## src/rtl/conv1_pkg.sv

```systemverilog
`default_nettype none
// ============================================================================
// conv1_pkg : shared sizes, state encoding and widths for the conv1 MAC stage
// Rev 1.0
// ============================================================================
package conv1_pkg;

  localparam int IMG_W  = 28;
  localparam int BANDS  = 13;
  localparam int DATA_W = 8;
  localparam int ACC_W  = 21;
  localparam int WGT_W  = 8;
  localparam int TAPS   = 9;
  // 9-bit zero-extended pixel times 8-bit signed weight
  localparam int PROD_W = DATA_W + 1 + WGT_W;
  localparam int COL_W  = 5;
  localparam int BAND_W = 4;

  localparam logic [COL_W-1:0]  COL_LAST  = COL_W'(IMG_W - 1);
  localparam logic [BAND_W-1:0] BAND_LAST = BAND_W'(BANDS - 1);

  typedef enum logic [1:0] {
    ST_IDLE  = 2'd0,
    ST_RUN   = 2'd1,
    ST_DRAIN = 2'd2
  } state_t;

endpackage
`default_nettype wire

```

## src/rtl/conv1_mac9.sv

```systemverilog
`default_nettype none
// ============================================================================
// conv1_mac9 : 9-tap signed dot product, products then sum registered, with stall
// Optional: CONV1_RELU_EN clamps negative sums to zero.  Rev 1.0
// ============================================================================
module conv1_mac9
  import conv1_pkg::*;
(
  input  logic                         clk,
  input  logic                         rst_n,
  input  logic                         en,
  input  logic [TAPS-1:0][DATA_W-1:0]  pix,
  input  logic [TAPS-1:0][WGT_W-1:0]   wts,
  output logic signed [ACC_W-1:0]      sum
);

  logic signed [PROD_W-1:0] w_prod [TAPS];
  logic signed [PROD_W-1:0] r_prod [TAPS];
  logic signed [ACC_W-1:0]  w_sum;
  logic signed [ACC_W-1:0]  w_res;
  logic signed [ACC_W-1:0]  r_sum;

  for (genvar i = 0; i < TAPS; i++) begin : g_tap
    assign w_prod[i] = PROD_W'($signed({1'b0, pix[i]})) * PROD_W'($signed(wts[i]));
  end

  always_comb begin
    w_sum = '0;
    for (int i = 0; i < TAPS; i++) begin
      w_sum = w_sum + ACC_W'(r_prod[i]);
    end
`ifdef CONV1_RELU_EN
    w_res = w_sum[ACC_W-1] ? '0 : w_sum;
`else
    w_res = w_sum;
`endif
  end

  always_ff @(posedge clk or negedge rst_n) begin
    if (!rst_n) begin
      for (int i = 0; i < TAPS; i++) begin
        r_prod[i] <= '0;
      end
      r_sum <= '0;
    end else if (en) begin
      for (int i = 0; i < TAPS; i++) begin
        r_prod[i] <= w_prod[i];
      end
      r_sum <= w_res;
    end
  end

  assign sum = r_sum;

endmodule
`default_nettype wire

```

## src/rtl/conv1_window_mac.sv

```systemverilog
`default_nettype none
// ============================================================================
// conv1_window_mac : 3-column sliding window over four row FIFOs, two 3x3 MACs
// Optional: CONV1_RELU_EN clamps negative results to zero.  Rev 1.0
// ============================================================================
module conv1_window_mac
  import conv1_pkg::*;
(
  input  logic              clk,
  input  logic              rst_n,
  input  logic              start,
  input  logic              w_wr_en,
  input  logic [3:0]        w_addr,
  input  logic [7:0]        w_data,
  input  logic [DATA_W-1:0] rd_data_0,
  input  logic [DATA_W-1:0] rd_data_1,
  input  logic [DATA_W-1:0] rd_data_2,
  input  logic [DATA_W-1:0] rd_data_3,
  input  logic              empty_0,
  input  logic              empty_1,
  input  logic              empty_2,
  input  logic              empty_3,
  output logic              rd_en,
  output logic              out_valid,
  input  logic              out_ready,
  output logic [ACC_W-1:0]  out_data_0,
  output logic [ACC_W-1:0]  out_data_1,
  output logic [4:0]        out_col,
  output logic              busy,
  output logic              done
);

  state_t                       r_state, w_state_nxt;
  logic                         r_busy, w_busy_nxt;
  logic                         r_done, w_done_nxt;
  logic [COL_W-1:0]             r_col_cnt, r_col_s1, r_col_s2;
  logic [BAND_W-1:0]            r_band_cnt;
  logic                         r_v1, r_v2;
  logic [1:0][3:0][DATA_W-1:0]  r_win;
  logic [3:0][DATA_W-1:0]       w_new;
  logic [TAPS-1:0][WGT_W-1:0]   r_wts;
  logic [TAPS-1:0][DATA_W-1:0]  w_pix_top, w_pix_bot;
  logic signed [ACC_W-1:0]      w_sum_top, w_sum_bot;
  logic                         w_advance, w_fifo_ok, w_pop, w_issue, w_last;

  assign w_new     = {rd_data_3, rd_data_2, rd_data_1, rd_data_0};
  assign w_advance = !r_v2 || out_ready;
  assign w_fifo_ok = !(empty_0 | empty_1 | empty_2 | empty_3);
  assign w_pop     = (r_state == ST_RUN) && w_fifo_ok && w_advance;
  assign w_issue   = w_pop && (r_col_cnt >= 5'd2);
  assign w_last    = (r_col_cnt == COL_LAST) && (r_band_cnt == BAND_LAST);

  // MACs see the post-shift window: two stored columns plus the FIFO heads
  for (genvar kr = 0; kr < 3; kr++) begin : g_row
    assign w_pix_top[kr*3+0] = r_win[0][kr];
    assign w_pix_top[kr*3+1] = r_win[1][kr];
    assign w_pix_top[kr*3+2] = w_new[kr];
    assign w_pix_bot[kr*3+0] = r_win[0][kr+1];
    assign w_pix_bot[kr*3+1] = r_win[1][kr+1];
    assign w_pix_bot[kr*3+2] = w_new[kr+1];
  end

  conv1_mac9 u_mac_top (
    .clk   (clk),
    .rst_n (rst_n),
    .en    (w_advance),
    .pix   (w_pix_top),
    .wts   (r_wts),
    .sum   (w_sum_top)
  );

  conv1_mac9 u_mac_bot (
    .clk   (clk),
    .rst_n (rst_n),
    .en    (w_advance),
    .pix   (w_pix_bot),
    .wts   (r_wts),
    .sum   (w_sum_bot)
  );

  always_comb begin
    w_state_nxt = r_state;
    w_busy_nxt  = r_busy;
    w_done_nxt  = 1'b0;
    unique case (r_state)
      ST_IDLE: begin
        if (start) begin
          w_state_nxt = ST_RUN;
          w_busy_nxt  = 1'b1;
        end
      end
      ST_RUN: begin
        if (w_pop && w_last) begin
          w_state_nxt = ST_DRAIN;
        end
      end
      ST_DRAIN: begin
        if (!r_v1 && !r_v2) begin
          w_state_nxt = ST_IDLE;
          w_busy_nxt  = 1'b0;
          w_done_nxt  = 1'b1;
        end
      end
      default: begin
        w_state_nxt = ST_IDLE;
        w_busy_nxt  = 1'b0;
      end
    endcase
  end

  always_ff @(posedge clk or negedge rst_n) begin
    if (!rst_n) begin
      r_state <= ST_IDLE;
      r_busy  <= 1'b0;
      r_done  <= 1'b0;
    end else begin
      r_state <= w_state_nxt;
      r_busy  <= w_busy_nxt;
      r_done  <= w_done_nxt;
    end
  end

  // Window contents survive band changes; col_cnt alone decides validity
  always_ff @(posedge clk or negedge rst_n) begin
    if (!rst_n) begin
      r_win      <= '0;
      r_col_cnt  <= '0;
      r_band_cnt <= '0;
    end else if (w_pop) begin
      r_win[0] <= r_win[1];
      r_win[1] <= w_new;
      if (r_col_cnt == COL_LAST) begin
        r_col_cnt  <= '0;
        r_band_cnt <= (r_band_cnt == BAND_LAST) ? '0 : r_band_cnt + BAND_W'(1);
      end else begin
        r_col_cnt <= r_col_cnt + COL_W'(1);
      end
    end
  end

  always_ff @(posedge clk or negedge rst_n) begin
    if (!rst_n) begin
      r_v1     <= 1'b0;
      r_v2     <= 1'b0;
      r_col_s1 <= '0;
      r_col_s2 <= '0;
    end else if (w_advance) begin
      r_v1 <= w_issue;
      r_v2 <= r_v1;
      if (w_issue) begin
        r_col_s1 <= r_col_cnt - 5'd2;
      end
      if (r_v1) begin
        r_col_s2 <= r_col_s1;
      end
    end
  end

  always_ff @(posedge clk or negedge rst_n) begin
    if (!rst_n) begin
      r_wts <= '0;
    end else if (w_wr_en && (r_state == ST_IDLE) && (w_addr < 4'd9)) begin
      r_wts[w_addr] <= w_data;
    end
  end

  assign rd_en      = w_pop;
  assign out_valid  = r_v2;
  assign out_data_0 = w_sum_top;
  assign out_data_1 = w_sum_bot;
  assign out_col    = r_col_s2;
  assign busy       = r_busy;
  assign done       = r_done;

endmodule
`default_nettype wire
```

## config.mk

```make
export PLATFORM = sky130hd
export DESIGN_NAME = conv1_window_mac
export DESIGN_NICKNAME = d
export VERILOG_FILES = /design/src/rtl/conv1_pkg.sv /design/src/rtl/conv1_mac9.sv /design/src/rtl/conv1_window_mac.sv
export SDC_FILE = /design/constraint.sdc
export NUM_CORES = 2
export LEC_CHECK = 0
export ABC_CLOCK_PERIOD_IN_PS = 18700
export CELL_PAD_IN_SITES_DETAIL_PLACEMENT = 1
export CELL_PAD_IN_SITES_GLOBAL_PLACEMENT = 2
export CORE_MARGIN = 5
export CORE_UTILIZATION = 40
export DETAILED_ROUTE_END_ITERATION = 10
export DONT_BUFFER_PORTS = 1
export PLACE_DENSITY_LB_ADDON = 0.1
export SLEW_MARGIN = 20
export SYNTH_ARGS = -nofsm -noshare
export SYNTH_HDL_FRONTEND = slang
export SYNTH_SLANG_ARGS = --single-unit
```

## constraint.sdc

```tcl
create_clock -name clk -period 18.7 [get_ports clk]
set_clock_uncertainty 0.1 [all_clocks]
set_input_delay 0 -clock clk [delete_from_list [all_inputs] [get_ports clk]]
set_output_delay 0 -clock clk [all_outputs]
set_load 0.02 [all_outputs]
```

==> Flow_metrics.wiki <==
{| class="wikitable"
! Metric !! Value
|-
| Run status || finished, final reports clean
|-
| I/O Buffers || 0
|-
| R2r endpoint || u_mac_bot.sum[20]
|-
| Number of fill cells in the layout || 18900
|-
| Die span in y || 416 um
|-
| Number of antenna violations at the first check in global routing || 17
|-
| Number of instances in the synthesized netlist || 7198
|-
| Root buffer cell || clkbuf_16
|-
| Detailed Route WL || between 200000 and 250000 um
|-
| Clock tree from TritonCTS || built
|-
| Largest net degree at the start of global routing || 510
|-
| Worst hold start || rd_data_2[7]
|-
| Arrival time at the worst endpoint || 7.62 ns
|-
| Critical R2R Launch || u_mac_bot.r_prod[103]
|-
| Die outline area || 173000 sq um
|-
| DRC violations left || 0
|-
| Number of ports placed on the die boundary || 104
|-
| Cell area after synthesis || 65800 sq um
|-
| Cell with the biggest individual delay on the critical path || fa_1
|-
| Cell Chain, Critical Path || fa_1 > ha_1 > fa_1 > a21o_1 > a2111oi_2 > a21oi_1 > a31oi_1 > nand2b_1 > nand2b_1 > a41oi_1 > xnor2_1 > fa_1 > inv_1 > fa_1 > fa_1 > fa_1 > inv_1 > ha_1 > nand2_1 > nor3_1 > o21ai_0 > a31oi_1 > xnor2_1 > o21ai_1
|-
| Most instantiated cells after synthesis || inv_1 (1243), nand2_1 (1003), fa_1 (888)
|-
| Non-filler instance count after layout || 9391
|-
| Hold Path End || u_mac_bot.r_prod[67]
|-
| Top area cells in the synthesized netlist || fa_1 (27%), dfrtp_1 (19%), ha_1 (16%)
|-
| Count of clock tree sinks || 509
|-
| Fraction of registers with async set or reset after synthesis || 100%
|-
| Synth cell types || 71
|-
| Post-DR wirelength/cell || around 22 um
|-
| Max-slew headroom at the worst pin || 24.1%
|-
| Area growth from synthesis to layout || 8.80%
|-
| Number of synthesized register bits || about 500
|-
| Row count || 148
|-
| Vias in the first global route || 53100
|-
| Delay of the slowest cell on the worst path || 0.50 ns
|-
| Critical Path End Type || register
|-
| Setup repair after global routing missed its margin || no
|-
| Wire length of the first global-routing pass || around 320000 um
|-
| Post-placement worst setup slack || 11.44 ns
|-
| Synthesized area divided by synthesized cell count || about 9.1 sq um
|-
| Total routing resource utilization after global routing || 24.3%
|-
| Final Setup Violations || 0
|-
| Kind of critical path || register to register
|-
| Router iterations before antenna repair || 5
|-
| Clock Latency Late Sink || 0.68 ns
|-
| Number of enable flip-flop cells after synthesis || 0
|-
| Worst setup slack after layout || approximately 12 ns
|-
| Remaining antenna violation count after routing || 0
|-
| NumNets Final || between 8000 and 9000
|-
| Global route overflow || 0
|-
| Effective utilization at floorplan || 40.3%
|-
| Portion of the post-synthesis area used by sequential elements || 19.4%
|-
| Post-synth top area cell || fa_1
|-
| Portion of the clock cycle consumed by the worst path in the final layout || 38.5%
|-
| Area inside the core boundary || 163000 sq um
|-
| Cell occurring most often along the worst timing path || fa_1
|-
| Die Wd || slightly above 400 um
|-
| Count of synthesis-stage warnings from yosys || 0
|-
| Most repeated cell in the gate-level netlist after synthesis || inv_1
|-
| DP Cell Count || 9148
|-
| Post-Syn Nets || 8997
|-
| Primary flip-flop cell chosen by synthesis mapping || dfrtp_1
|-
| Placed wire-length estimate || roughly 160000 um
|-
| Via density per instance || 5.17
|-
| CTS clock-pin slew for the worst setup and hold paths || 0.06 ns
|-
| Sum of negative setup slack || 0 ns
|-
| Max-slew violation count || 0
|-
| Count of H-tree levels built during CTS || 3
|-
| Sort of element at the start of the critical path || register
|-
| Slack of the worst reg-to-reg path || 11.51 ns
|-
| Final critical path time including I/O delays and setup || 7.19 ns
|-
| Post-CTS resize count || 0
|-
| Req. time, crit path || 19.12 ns
|-
| Share of layout cells above drive strength 1 || under 10%
|-
| Cells on Worst Hold Path || 7
|-
| Type of the tightest min-delay check || primary input to register
|-
| Total via count after detailed routing || 48600
|-
| Cts bufs inserted || 74
|-
| Buffer depth of the longest clock path || 3
|-
| CP max FO || 8
|-
| Top cell type's share of synthesized area || 27.0%
|-
| Maximum frequency from static timing analysis || 0.139 GHz
|-
| Placer Congestion || 0.830
|-
| Final-report hold violation count || 0
|-
| Transition at the pin with the smallest max-transition slack || 1.13 ns
|-
| Depth of the worst register-to-register path || 24
|-
| Number of DRC markers after the initial detailed-route iteration || about 2200
|-
| Number of max-cap violations || 0
|}
sequential cells by signal, summed over array words and instances, names as in the netlist, 5 cells and up:
| signal | cells |
|---|---|
| u_mac_bot.r_prod | 153 |
| u_mac_top.r_prod | 153 |
| r_wts | 72 |
| r_win | 64 |
| u_mac_bot.sum | 21 |
| u_mac_top.sum | 21 |
| out_col | 5 |
| r_col_cnt | 5 |
| r_col_s1 | 5 |
logic make-up after synthesis:
kind of cell,after synthesis,share of synthesized area (%)
xor gates and xnor gates,260,3.46
adders and majority gates,1746,43.3
buffers and inverters,1501,8.58
and+or+nand+nor,2286,16.6
DFF,509,19.4
muxes,74,1.26
AOI/OAI and AO/OA,822,7.41
area by class of cell:
| type | instances | area [sq um] | area share (%) |
|---|---|---|---|
| multi-input combinational | 5188 | 47500 | 66.3 |
| sequential | 509 | 12700 | 17.8 |
| inverter | 1246 | 4680 | 6.54 |
| clock inverter | 36 | 529 | 0.739 |
| clock buffer | 95 | 2030 | 2.84 |
| tap | 2175 | 2720 | 3.80 |
| timing repair buffer | 137 | 1410 | 1.98 |
| antenna | 5 | 12.5 | 0.0175 |
repair_timing:
item / in CTS / in global routing
setup buffers: 0 / 0
hold endpoints to repair: 723 / 19
hold buffers: 102 / 1
per-stage QoR:
step           utilization (%)  cell area, sq um  hold slack (ns)
2_1_floorplan                -             65800           -0.396
3_3_place_gp              41.6             67800           -0.356
3_5_place_dp              41.6             67800           -0.359
4_1_cts                   43.8             71400          0.00198
5_1_grt                   43.9             71600           0.0407
6_report                  43.9             71600           0.0694
metal layers:
metal / GRT usage, % / part of all wire, % / vias up / routed length [um]
met5: 0 / 0 / - / 0
met4: 4.12 / 1.4 / 0 / 2930
met3: 2.13 / 3.2 / 163 / 6630
met2: 39.2 / 46 / 570 / 94300
met1: 36.2 / 50 / 25500 / 103000
li1: - / - / 22400 / -
critical path: cells and delay by family, from the launching register on:
kind,cells,cell delay (ns)
flip-flops,1,0.40
XOR/XNOR,2,0.34
buffers and inverters,2,0.12
AO/OA/AOI/OAI,8,2.00
adder cells (fa/ha/maj),8,3.47
AND/OR/NAND/NOR,4,0.62
worst max-delay path by stage:
stage / startpoint / to / slack, ns / depth (start not counted)
2_1_floorplan: u_mac_bot.r_prod[103] / u_mac_bot.sum[20] / 12.22 / 25
4_1_cts: u_mac_bot.r_prod[103] / u_mac_bot.sum[20] / 11.40 / 24
6_report: u_mac_bot.r_prod[103] / u_mac_bot.sum[20] / 11.51 / 24
3_5_place_dp: u_mac_bot.r_prod[103] / u_mac_bot.sum[20] / 11.44 / 24
3_3_place_gp: u_mac_bot.r_prod[103] / u_mac_bot.sum[20] / 11.53 / 24
5_1_grt: u_mac_bot.r_prod[120] / u_mac_bot.sum[20] / 11.07 / 24
cell usage in the layout, fill, tap and decap left out, types with 52 or more instances in the layout:
| cell type | instances |
|---|---|
| and2_1 | 598 |
| dlygate4sd3_1 | 99 |
| a21oi_1 | 346 |
| a21o_1 | 52 |
| fa_1 | 888 |
| xor2_1 | 122 |
| nor2_1 | 322 |
| xnor2_1 | 138 |
| inv_1 | 1243 |
| clkbuf_16 | 74 |
| dfrtp_1 | 509 |
| nand2b_1 | 158 |
| mux2_2 | 71 |
| nand2_1 | 1003 |
| o21ai_0 | 153 |
| ha_1 | 858 |
Power is not shown: default switching activity piles up to over one toggle a cycle in this logic, so the estimate is an artifact.
